<file path="config.mk">
export PLATFORM = sky130hd
export DESIGN_NAME = reg_bank_arbiter
export DESIGN_NICKNAME = d
export VERILOG_FILES = /design/src/rtl/reg_bank_arbiter.sv
export SDC_FILE = /design/constraint.sdc
export NUM_CORES = 1
export LEC_CHECK = 0
export CORE_MARGIN = 10
export CORE_UTILIZATION = 46
export CTS_CLUSTER_DIAMETER = 50
export DETAILED_ROUTE_END_ITERATION = 7
export PLACE_DENSITY_LB_ADDON = 0.12
export SYNTH_ARGS = -nofsm -noshare
export SYNTH_HDL_FRONTEND = slang
export SYNTH_SLANG_ARGS = --single-unit
</file>
<file path="constraint.sdc">
create_clock -name clk -period 2.25 [get_ports clk]
set_input_delay 0.45 -clock clk [delete_from_list [all_inputs] [get_ports clk]]
set_output_delay 0.45 -clock clk [all_outputs]
set_load 0.1 [all_outputs]
</file>
<file path="src/rtl/reg_bank_arbiter.sv">
// reg_bank_arbiter: config register bank whose write port is shared round-robin between buffered SPI writes and a host req/gnt port
module reg_bank_arbiter #(
    parameter int NUM_REGS   = 8,
    parameter int WIDTH      = 8,
    parameter int ADDR_WIDTH = 3,
    parameter int FIFO_DEPTH = 2
) (
    input  logic                      clk,
    input  logic                      rstb,
    input  logic                      ena,
    input  logic [ADDR_WIDTH-1:0]     spi_addr,
    input  logic [WIDTH-1:0]          spi_wdata,
    input  logic                      spi_wvld,
    output logic [WIDTH-1:0]          spi_rdata,
    input  logic                      host_req,
    input  logic                      host_we,
    input  logic [ADDR_WIDTH-1:0]     host_addr,
    input  logic [WIDTH-1:0]          host_wdata,
    output logic                      host_gnt,
    output logic                      host_rvld,
    output logic [WIDTH-1:0]          host_rdata,
    output logic [NUM_REGS*WIDTH-1:0] config_regs,
    output logic                      wr_event,
    output logic                      wr_event_src,
    output logic [ADDR_WIDTH-1:0]     wr_event_addr,
    output logic                      ovf_sticky,
    input  logic                      ovf_clr
);
    typedef enum logic {SRC_SPI = 1'b0, SRC_HOST = 1'b1} src_e;
    localparam int PW = $clog2(FIFO_DEPTH);
    localparam int EW = ADDR_WIDTH + WIDTH;
    localparam logic [ADDR_WIDTH:0] NR = (ADDR_WIDTH+1)'(NUM_REGS);
    localparam logic [PW:0] FULL_CNT = (PW+1)'(FIFO_DEPTH);

    logic [WIDTH-1:0]      mem_q [NUM_REGS];
    logic [EW-1:0]         fifo_q [FIFO_DEPTH];
    logic [PW-1:0]         wr_ptr_q, wr_ptr_d, rd_ptr_q, rd_ptr_d;
    logic [PW:0]           cnt_q, cnt_d;
    src_e                  last_q, last_d;
    logic                  ovf_q, ovf_d, rvld_q, rvld_d, ev_q, ev_d, ev_src_q, ev_src_d;
    logic [WIDTH-1:0]      rdata_q, rdata_d;
    logic [ADDR_WIDTH-1:0] ev_addr_q, ev_addr_d;
    logic                  full, spi_cand, host_cand, spi_win, host_win, push, push_ok, wr_en;
    logic [ADDR_WIDTH-1:0] head_addr, wr_addr;
    logic [WIDTH-1:0]      head_data, wr_data;

    function automatic logic in_range(input logic [ADDR_WIDTH-1:0] a);
        return {1'b0, a} < NR;
    endfunction

    assign {head_addr, head_data} = fifo_q[rd_ptr_q];

    // Arbitration, FIFO bookkeeping and next-state of all registered outputs
    always_comb begin
        full      = cnt_q == FULL_CNT;
        spi_cand  = ena && cnt_q != '0;
        host_cand = ena && host_req;
        spi_win   = spi_cand && (!host_cand || last_q == SRC_HOST);
        host_win  = host_cand && (!spi_cand || last_q == SRC_SPI);
        push      = ena && spi_wvld;
        push_ok   = push && (!full || spi_win);
        wr_addr   = spi_win ? head_addr : host_addr;
        wr_data   = spi_win ? head_data : host_wdata;
        wr_en     = (spi_win || (host_win && host_we)) && in_range(wr_addr);
        wr_ptr_d  = wr_ptr_q + PW'(push_ok);
        rd_ptr_d  = rd_ptr_q + PW'(spi_win);
        cnt_d     = cnt_q + (PW+1)'(push_ok) - (PW+1)'(spi_win);
        last_d    = spi_win ? SRC_SPI : host_win ? SRC_HOST : last_q;
        ovf_d     = (push && full && !spi_win) || (ovf_q && !ovf_clr);
        rvld_d    = host_win && !host_we;
        rdata_d   = (rvld_d && in_range(host_addr)) ? mem_q[host_addr] : '0;
        ev_d      = wr_en;
        ev_src_d  = wr_en && host_win;
        ev_addr_d = wr_en ? wr_addr : '0;
    end

    // Control and event registers; reset discards queued writes and pending reads
    always_ff @(posedge clk or negedge rstb) begin
        if (!rstb) begin
            wr_ptr_q  <= '0;
            rd_ptr_q  <= '0;
            cnt_q     <= '0;
            last_q    <= SRC_HOST;
            ovf_q     <= 1'b0;
            rvld_q    <= 1'b0;
            rdata_q   <= '0;
            ev_q      <= 1'b0;
            ev_src_q  <= 1'b0;
            ev_addr_q <= '0;
        end else begin
            wr_ptr_q  <= wr_ptr_d;
            rd_ptr_q  <= rd_ptr_d;
            cnt_q     <= cnt_d;
            last_q    <= last_d;
            ovf_q     <= ovf_d;
            rvld_q    <= rvld_d;
            rdata_q   <= rdata_d;
            ev_q      <= ev_d;
            ev_src_q  <= ev_src_d;
            ev_addr_q <= ev_addr_d;
        end
    end

    // FIFO storage needs no reset: the count alone says what is valid
    always_ff @(posedge clk) begin
        if (push_ok) fifo_q[wr_ptr_q] <= {spi_addr, spi_wdata};
    end

    // Register bank with its single write port
    always_ff @(posedge clk or negedge rstb) begin
        if (!rstb) begin
            for (int i = 0; i < NUM_REGS; i++) mem_q[i] <= '0;
        end else if (wr_en) begin
            mem_q[wr_addr] <= wr_data;
        end
    end

    for (genvar i = 0; i < NUM_REGS; i++) begin : g_cfg
        assign config_regs[i*WIDTH +: WIDTH] = mem_q[i];
    end

    assign spi_rdata     = in_range(spi_addr) ? mem_q[spi_addr] : '0;
    assign host_gnt      = host_win;
    assign host_rvld     = rvld_q;
    assign host_rdata    = rdata_q;
    assign wr_event      = ev_q;
    assign wr_event_src  = ev_src_q;
    assign wr_event_addr = ev_addr_q;
    assign ovf_sticky    = ovf_q;
endmodule
</file>
==> Yosys cells after proc, flatten, opt, wreduce, memory -nomap -nowiden <==
Memory sizes are Yosys's and may differ from the RTL's.
Cells that the tools add are included.
{ "op_classes": {"bitwise": 4, "n_lt_le_gt_ge": 4, "n_addsub": 4, "eq_ne": 1, "mux": 17, "reduce_logical": 26} }
{ "ops": {"columns": ["cell", "count"], "rows": [
  ["$bwmux W64", 1],
  ["$mux W8", 7],
  ["$bmux W8 S3", 2],
  ["$demux W8 S3", 1],
  ["$logic_and A1 B1 Y1", 13],
  ["$ge A4 B4 Y1 const B", 3],
  ["$not A3 Y4", 3],
  ["$logic_not A1 Y1", 6],
  ["$mux W3", 2],
  ["$logic_or A1 B1 Y1", 5],
  ["$lt A4 B1 Y1 const B", 1],
  ["$mux W1", 4],
  ["$reduce_bool A2 Y1", 2],
  ["$add A1 B1 Y1", 2],
  ["$add A2 B1 Y2", 1],
  ["$eq A2 B2 Y1 const B", 1],
  ["$sub A2 B1 Y2", 1],
  ["$not A1 Y1", 1]
]} }
{ "totals": {"ff_bits": 84, "wordCells": 75, "output_inout_bits": 88, "ramBits": 22, "n_memories": 1, "input_bits": 29} }
{ "mem_list": {"columns": ["name", "depth", "width", "read_ports", "rd_ports_with_merged_regs", "write_ports", "line", "text"], "rows": [
  ["fifo_q", 2, 11, 1, 0, 1, "36", "logic [EW-1:0] fifo_q [FIFO_DEPTH];"]
]} }

==> Depth between registers and ports, before layout <==
Gate-level depths: netlist of the first run.
{ "depth": {"word_depth": 11, "mapped_depth": 9, "depth_no_buf": 8} }

==> Worst setup path after synthesis of the first run <==
OpenSTA, ideal clock, no wires.
{ "synth_timing": {"path_type": "reg2reg", "from": "register cnt_q[1]", "to": "register mem_q, in the netlist config_regs[48]", "arrival_time_ns": 2.820, "path_buffers": 1, "period_less_slack_ns": 2.946, "t_required_ns": 2.124, "stages_incl_launch_ff": 7, "slack_ns": -0.696, "setup_ns": 0.126, "path_cell_list": "dfrtp_1 o21ai_1 and3_1 clkbuf_1 nand3b_1 o22ai_4 mux2_4"} }
{ "synth_via": {"elab_cells_between_ends": 17, "cone_classes": "order compare: 2; mux: 5; bitwise: 1; reduce/logical: 9"} }
{ "synth_rtl": {"columns": ["item", "line", "text"], "rows": [
  ["start: declaration", "38", "logic [PW:0] cnt_q, cnt_d;"],
  ["start signal: assignment", "93", "cnt_q <= cnt_d;"],
  ["$reduce_bool A2 Y1", "56", "spi_cand = ena && cnt_q != '0;"],
  ["$logic_and A1 B1 Y1", "56", null],
  ["$logic_not A1 Y1", "59", "host_win = host_cand && (!spi_cand || last_q == SRC_SPI);"],
  ["$logic_or A1 B1 Y1", "59", null],
  ["$logic_and A1 B1 Y1", "59", null],
  ["named net host_gnt", "19", "output logic host_gnt,"],
  ["$logic_and A1 B1 Y1", "64", "wr_en = (spi_win || (host_win && host_we)) && in_range(wr_addr);"],
  ["$logic_or A1 B1 Y1", "64", null],
  ["end signal: indexed assignment", "114", "mem_q[wr_addr] <= wr_data;"],
  ["end: declaration", "35", "logic [WIDTH-1:0] mem_q [NUM_REGS];"]
]} }
The timed path passes the listed nets, and every way through them passes these cells.
A chain may end at the register's enable or synchronous reset.

==> Final worst setup path of the first run <==
{ "layout_timing": {"from": "register mem_q, in the netlist config_regs[56]", "to": "output spi_rdata[0]"} }
{ "layout_via": {"elab_chain_len": 3} }
{ "layout_rtl": {"columns": ["item", "line", "text"], "rows": [
  ["$bmux W8 S3", "122", "assign spi_rdata = in_range(spi_addr) ? mem_q[spi_addr] : '0;"],
  ["$mux W8 (not written as such) (2 in a row)", "122", null],
  ["end: declaration", "14", "output logic [WIDTH-1:0] spi_rdata,"]
]} }
No other way between the ends. The select of a mux whose other input is x is not followed.

==> impl_metrics.tcl, run 1 <==
set metrics [dict create \
    cts_buffers 9 \
    worst_r2r_startpoint "rd_ptr_q" \
    synth.avg_cell_area_sq_um 15.6 \
    synth_ff_type "dfrtp_1" \
    rows 39 \
    cts_root_buffer "clkbuf_16" \
    finalNetCount 522 \
    grt_use_total 0.187 \
    worst_slack_ps 48.3 \
    fin_worst_skew_ps 4.85 \
    n_antenna_cell 0 \
    synth_area_leaders "dfrtp_1, mux4_2, edfxtp_1" \
    max_stage_delay_ps 510 \
    slew_viol_final 0 \
    dp.cells 620 \
    rr_worst_depth 5 \
    overflow 0 \
    final_common_cell "buf_4" \
    path_class "flip-flop to primary output" \
    syn_inst 338 \
    die_h_um 127 \
    hold_buffers 0 \
    drt_iter0_markers 198 \
    grt_pass1_wl_mm 23.3 \
    ys_ff_latch 106 \
    max_clock_freq_ghz 0.454 \
    arrival_ps 1750 \
    ant_nets 0 \
    path_cells "mux4_2 > mux2_4 > buf_12" \
    synth.distinct_cells 38 \
    clk_latency_ps 340 \
    crit_end "spi_rdata[0]" \
    post_drt_wl_per_cell_um 23.3 \
    maxCapViolations 0 \
    drc 0 \
    crit_path_start_kind "flip-flop" \
    core_area_sq_um 11300 \
    antenna_found_initial 0 \
    dp_hpwl_mm 10.5 \
    instances_no_fill 639 \
    endpoint_kind "primary output" \
    r2r_setup_slack_ps 50 \
    grt_pass1_vias 3881 \
    fillers 842 \
    cts_tree "yes" \
    finalCritPeriodShare 0.979 \
    cp-startpoint "config_regs[56]" \
    status "complete, no violations" \
    cts_sinks 106 \
    syn_to_final_growth_pct 38.6 \
    holdWs_ps 50.9 \
    fin_crit_ps 2200 \
    pre_cts_ws_ps -441 \
    io_buffers 116 \
    worst_pin_slew_ps 568 \
    hold_viol_final 0 \
    synth_edf_count 22 \
    synthArstFlopShare 0.792 \
    cts_buffer_depth 2 \
    mostFrequentLayoutCells "buf_4, dfrtp_1, mux2_4, mux4_2, clkdlybuf4s50_1" \
    die_w_um 127 \
    slew_headroom 0.622 \
    critical-path-slowest-cell "mux4_2" \
    syn_nets 369 \
    place.gp.congestion 0.859 \
    initial_utilization 0.467 \
    required_ps 1800 \
    yosysSeqAreaShare 0.523 \
    path_clk_slew_ps 70 \
    firstDrtPassIters 4 \
    drive_gt1_frac 0.532 \
    yosys_warnings 0 \
    grt_max_degree 35 \
    synth_top_area_share 0.393 \
    post_cts_buffers 0 \
    dieArea_sq_um 16200 \
    worstPathMaxFanout 4 \
    cts-htree-levels 3 \
    yosys.area.top_type "dfrtp_1" \
    ioPinCount 117 \
    hp-class "input pin to asynchronous set/reset pin" \
    setup_violations 0 \
    r2r_end "config_regs[5]" \
    viasPerCell 5.49 \
    via_count 3510 \
    netlist_area_sq_um 5290 \
    wirelength_mm 14.9 \
]
==> flip-flops by register name (all words and copies together), names as in the netlist <==
signal         count
fifo_q            22
config_regs       64
wr_ptr_q           1
wr_event           1
last_q             1
ovf_sticky         1
cnt_q              2
wr_event_src       1
host_rdata         8
rd_ptr_q           1
host_rvld          1
wr_event_addr      3
==> cell type report <==
class,count,area (sq um),share of cell area
clock buffer,9,225,0.0307
inverter,8,30.0,0.00410
tap,143,179,0.0244
timing repair buffer,164,1580,0.216
multi-input combinational,202,2480,0.339
clock inverter,7,67.6,0.00922
sequential,106,2760,0.377
==> Yosys cell counts (2+ instances only) <==
master    number
mux2_1        17
clkbuf_1      10
dfrtp_1       83
nand3b_1       2
o32a_1         2
mux2_2        27
xnor2_1        2
buf_1          3
buf_2          6
o22ai_4        3
buf_6          3
a21oi_1        9
mux2i_1       17
edfxtp_1      22
nor2b_1        3
o22a_1         6
ha_1           2
mux4_2        32
inv_1          8
nand2_1        7
mux2_4        33
nor2_1        21
nand2b_1       5
==> logic make-up after synthesis <==
logic type      Yosys count  share of synthesized area
xor+xnor                  3                    0.00497
compound gates           27                     0.0436
mux                     126                      0.356
flops                   106                      0.523
fa+ha+maj                 2                    0.00473
simple gates             44                     0.0407
buf+inv                  30                     0.0270
==> worst max-delay path, delay by kind of cell (launching register included) <==
kind | cells | cell delay [ps]
buffers and inverters | 1 | 170
DFF | 1 | 430
muxes | 2 | 810
==> worst min-delay path by stage <==
stage / startpoint / to / cells past startpoint
final: rstb / ovf_sticky / 1
after global routing: rstb / ovf_sticky / 1
after CTS: rstb / ovf_sticky / 1
after detailed placement: rstb / ovf_sticky / 1
after global placement: rstb / ovf_sticky / 1
after floorplan: rstb / cnt_q[0] / 0
==> stage by stage <==
| step | util | cell area, sq um | setup TNS (ps) |
|---|---|---|---|
| after global placement | 0.605 | 6850 | -25880 |
| after global routing | 0.647 | 7320 | -3.32 |
| after detailed placement | 0.605 | 6850 | -27070 |
| after CTS | 0.641 | 7250 | -72.8 |
| after floorplan | - | 5330 | 0 |
| final | 0.647 | 7320 | 0 |
==> timing repair <==
| action | 4_1_cts | 5_1_grt |
|---|---|---|
| resized for setup | 18 | 18 |
| endpoints found under the setup margin | 29 | 65 |
| pin swaps | 0 | 5 |
| hold endpoints to repair | 0 | 0 |
| gates cloned | 3 | 0 |
==> metal layers <==
metal	GRT usage	vias up	part of all wire
li1	-	1584	-
met1	0.232	1809	0.42
met2	0.308	98	0.51
met3	0.0517	19	0.058
met4	0.0623	0	0.018
met5	0	-	0
Power of run 1 is left out: the tool's default activity adds up to more than one toggle a clock period on the data nets, which glitch-free logic cannot reach.
==> run 2: changes to the inputs <==
- CORE_MARGIN: 10 -> 4
==> impl_metrics.tcl, run 2 (synthesis results as in run 1) <==
set metrics [dict create \
    mostFrequentLayoutCells "buf_4, dfrtp_1, mux2_4, mux4_2, clkdlybuf4s50_1" \
    ant_nets 0 \
    place.gp.congestion 0.832 \
    drc 0 \
    rr_worst_depth 7 \
    slew_headroom 0.618 \
    antenna_found_initial 0 \
    clk_latency_ps 350 \
    fin_worst_skew_ps 7.22 \
    required_ps 1800 \
    path_clk_slew_ps 70 \
    overflow 0 \
    path_class "input pin to primary output" \
    worst_r2r_startpoint "last_q" \
    dpl_cell_area_sq_um 6840 \
    n_antenna_cell 0 \
    final_common_cell "buf_4" \
    max_clock_freq_ghz 0.452 \
    wirelength_mm 14.7 \
    status "complete, no violations" \
    viasPerCell 5.53 \
    via_count 3519 \
    multi_input_area_sq_um 2470 \
    fillers 789 \
    dieArea_sq_um 13300 \
    largest_reg_flops 64 \
    core_area_sq_um 11000 \
    syn_to_final_growth_pct 38.6 \
    crit_path_start_kind "input pin" \
    cts_buffers 9 \
    cts-htree-levels 3 \
    arrival_ps 1760 \
    die_h_um 115 \
    io_buffers 116 \
    grt_max_degree 37 \
    hold_viol_final 0 \
    grt_pass1_wl_mm 23.1 \
    worst_pin_slew_ps 573 \
    r2r_setup_slack_ps 60 \
    hold_buffers 0 \
    endpoint_kind "primary output" \
    worstPathMaxFanout 9 \
    post_drt_wl_per_cell_um 23.2 \
    grt_use_total 0.237 \
    slew_viol_final 0 \
    grt_pass1_vias 3861 \
    firstDrtPassIters 4 \
    rows 38 \
    fin_crit_ps 2210 \
    ff_latch_area_sq_um 2760 \
    cts_root_buffer "clkbuf_16" \
    ioPinCount 117 \
    cp-startpoint "spi_addr[0]" \
    cts_tree "yes" \
    hp-class "input pin to asynchronous set/reset pin" \
    drt_iter0_markers 214 \
    r2r_end "config_regs[62]" \
    setup_violations 0 \
    dp_hpwl_mm 10.3 \
    finalNetCount 522 \
    finalCritPeriodShare 0.983 \
    die_w_um 115 \
    rsz0062_at_grt "no" \
    cts_buffer_depth 2 \
    drive_gt1_frac 0.536 \
    maxCapViolations 0 \
    cts_sinks 106 \
    fin_setup_tns_ps 0 \
    final_area_sq_um 7320 \
    initial_utilization 0.479 \
]
==> run 2: final cells by class <==
type                       count  share of cell area
clock buffer                  10              0.0314
clock inverter                 6              0.0154
inverter                       8             0.00410
multi-input combinational    202               0.337
sequential                   106               0.377
tap                          140              0.0239
timing repair buffer         164               0.210
==> run 2: worst max-delay path by stage <==
stage	end	slack, ps	cells after the start
after floorplan	spi_rdata[5]	20	4
after global placement	config_regs[24]	-530	7
after detailed placement	config_regs[31]	-530	7
after CTS	config_regs[44]	-20	7
after global routing	spi_rdata[7]	3	5
final	spi_rdata[2]	40	5
==> run 2: repair_timing <==
action,CTS,global route
gates resized for setup,18,13
endpoints found under the setup margin,45,65
cloned,2,0
buffers inserted,1,1
pin swaps,0,3
==> run 2: metrics by stage <==
stage               hold WS (ps)   util  std cells  setup WS (ps)
floorplan                    154      -        338           19.0
global placement             450  0.620        616           -533
detailed placement           455  0.620        616           -531
CTS                         91.3  0.660        635          -18.0
global route                 106  0.664        636           3.03
finish                      75.4  0.664        636           37.4
==> run 2: critical path: stages <==
cell and delay (ps):
buf_4 140, buf_12 170, mux4_2 530, mux2_4 300, buf_12 170
==> run 2: layer usage <==
metal	GRT usage	share of wire
met5	0	0
met4	0.0704	0.016
met1	0.313	0.43
met3	0.0432	0.043
met2	0.402	0.51
Power of run 2 is left out for the same reason.
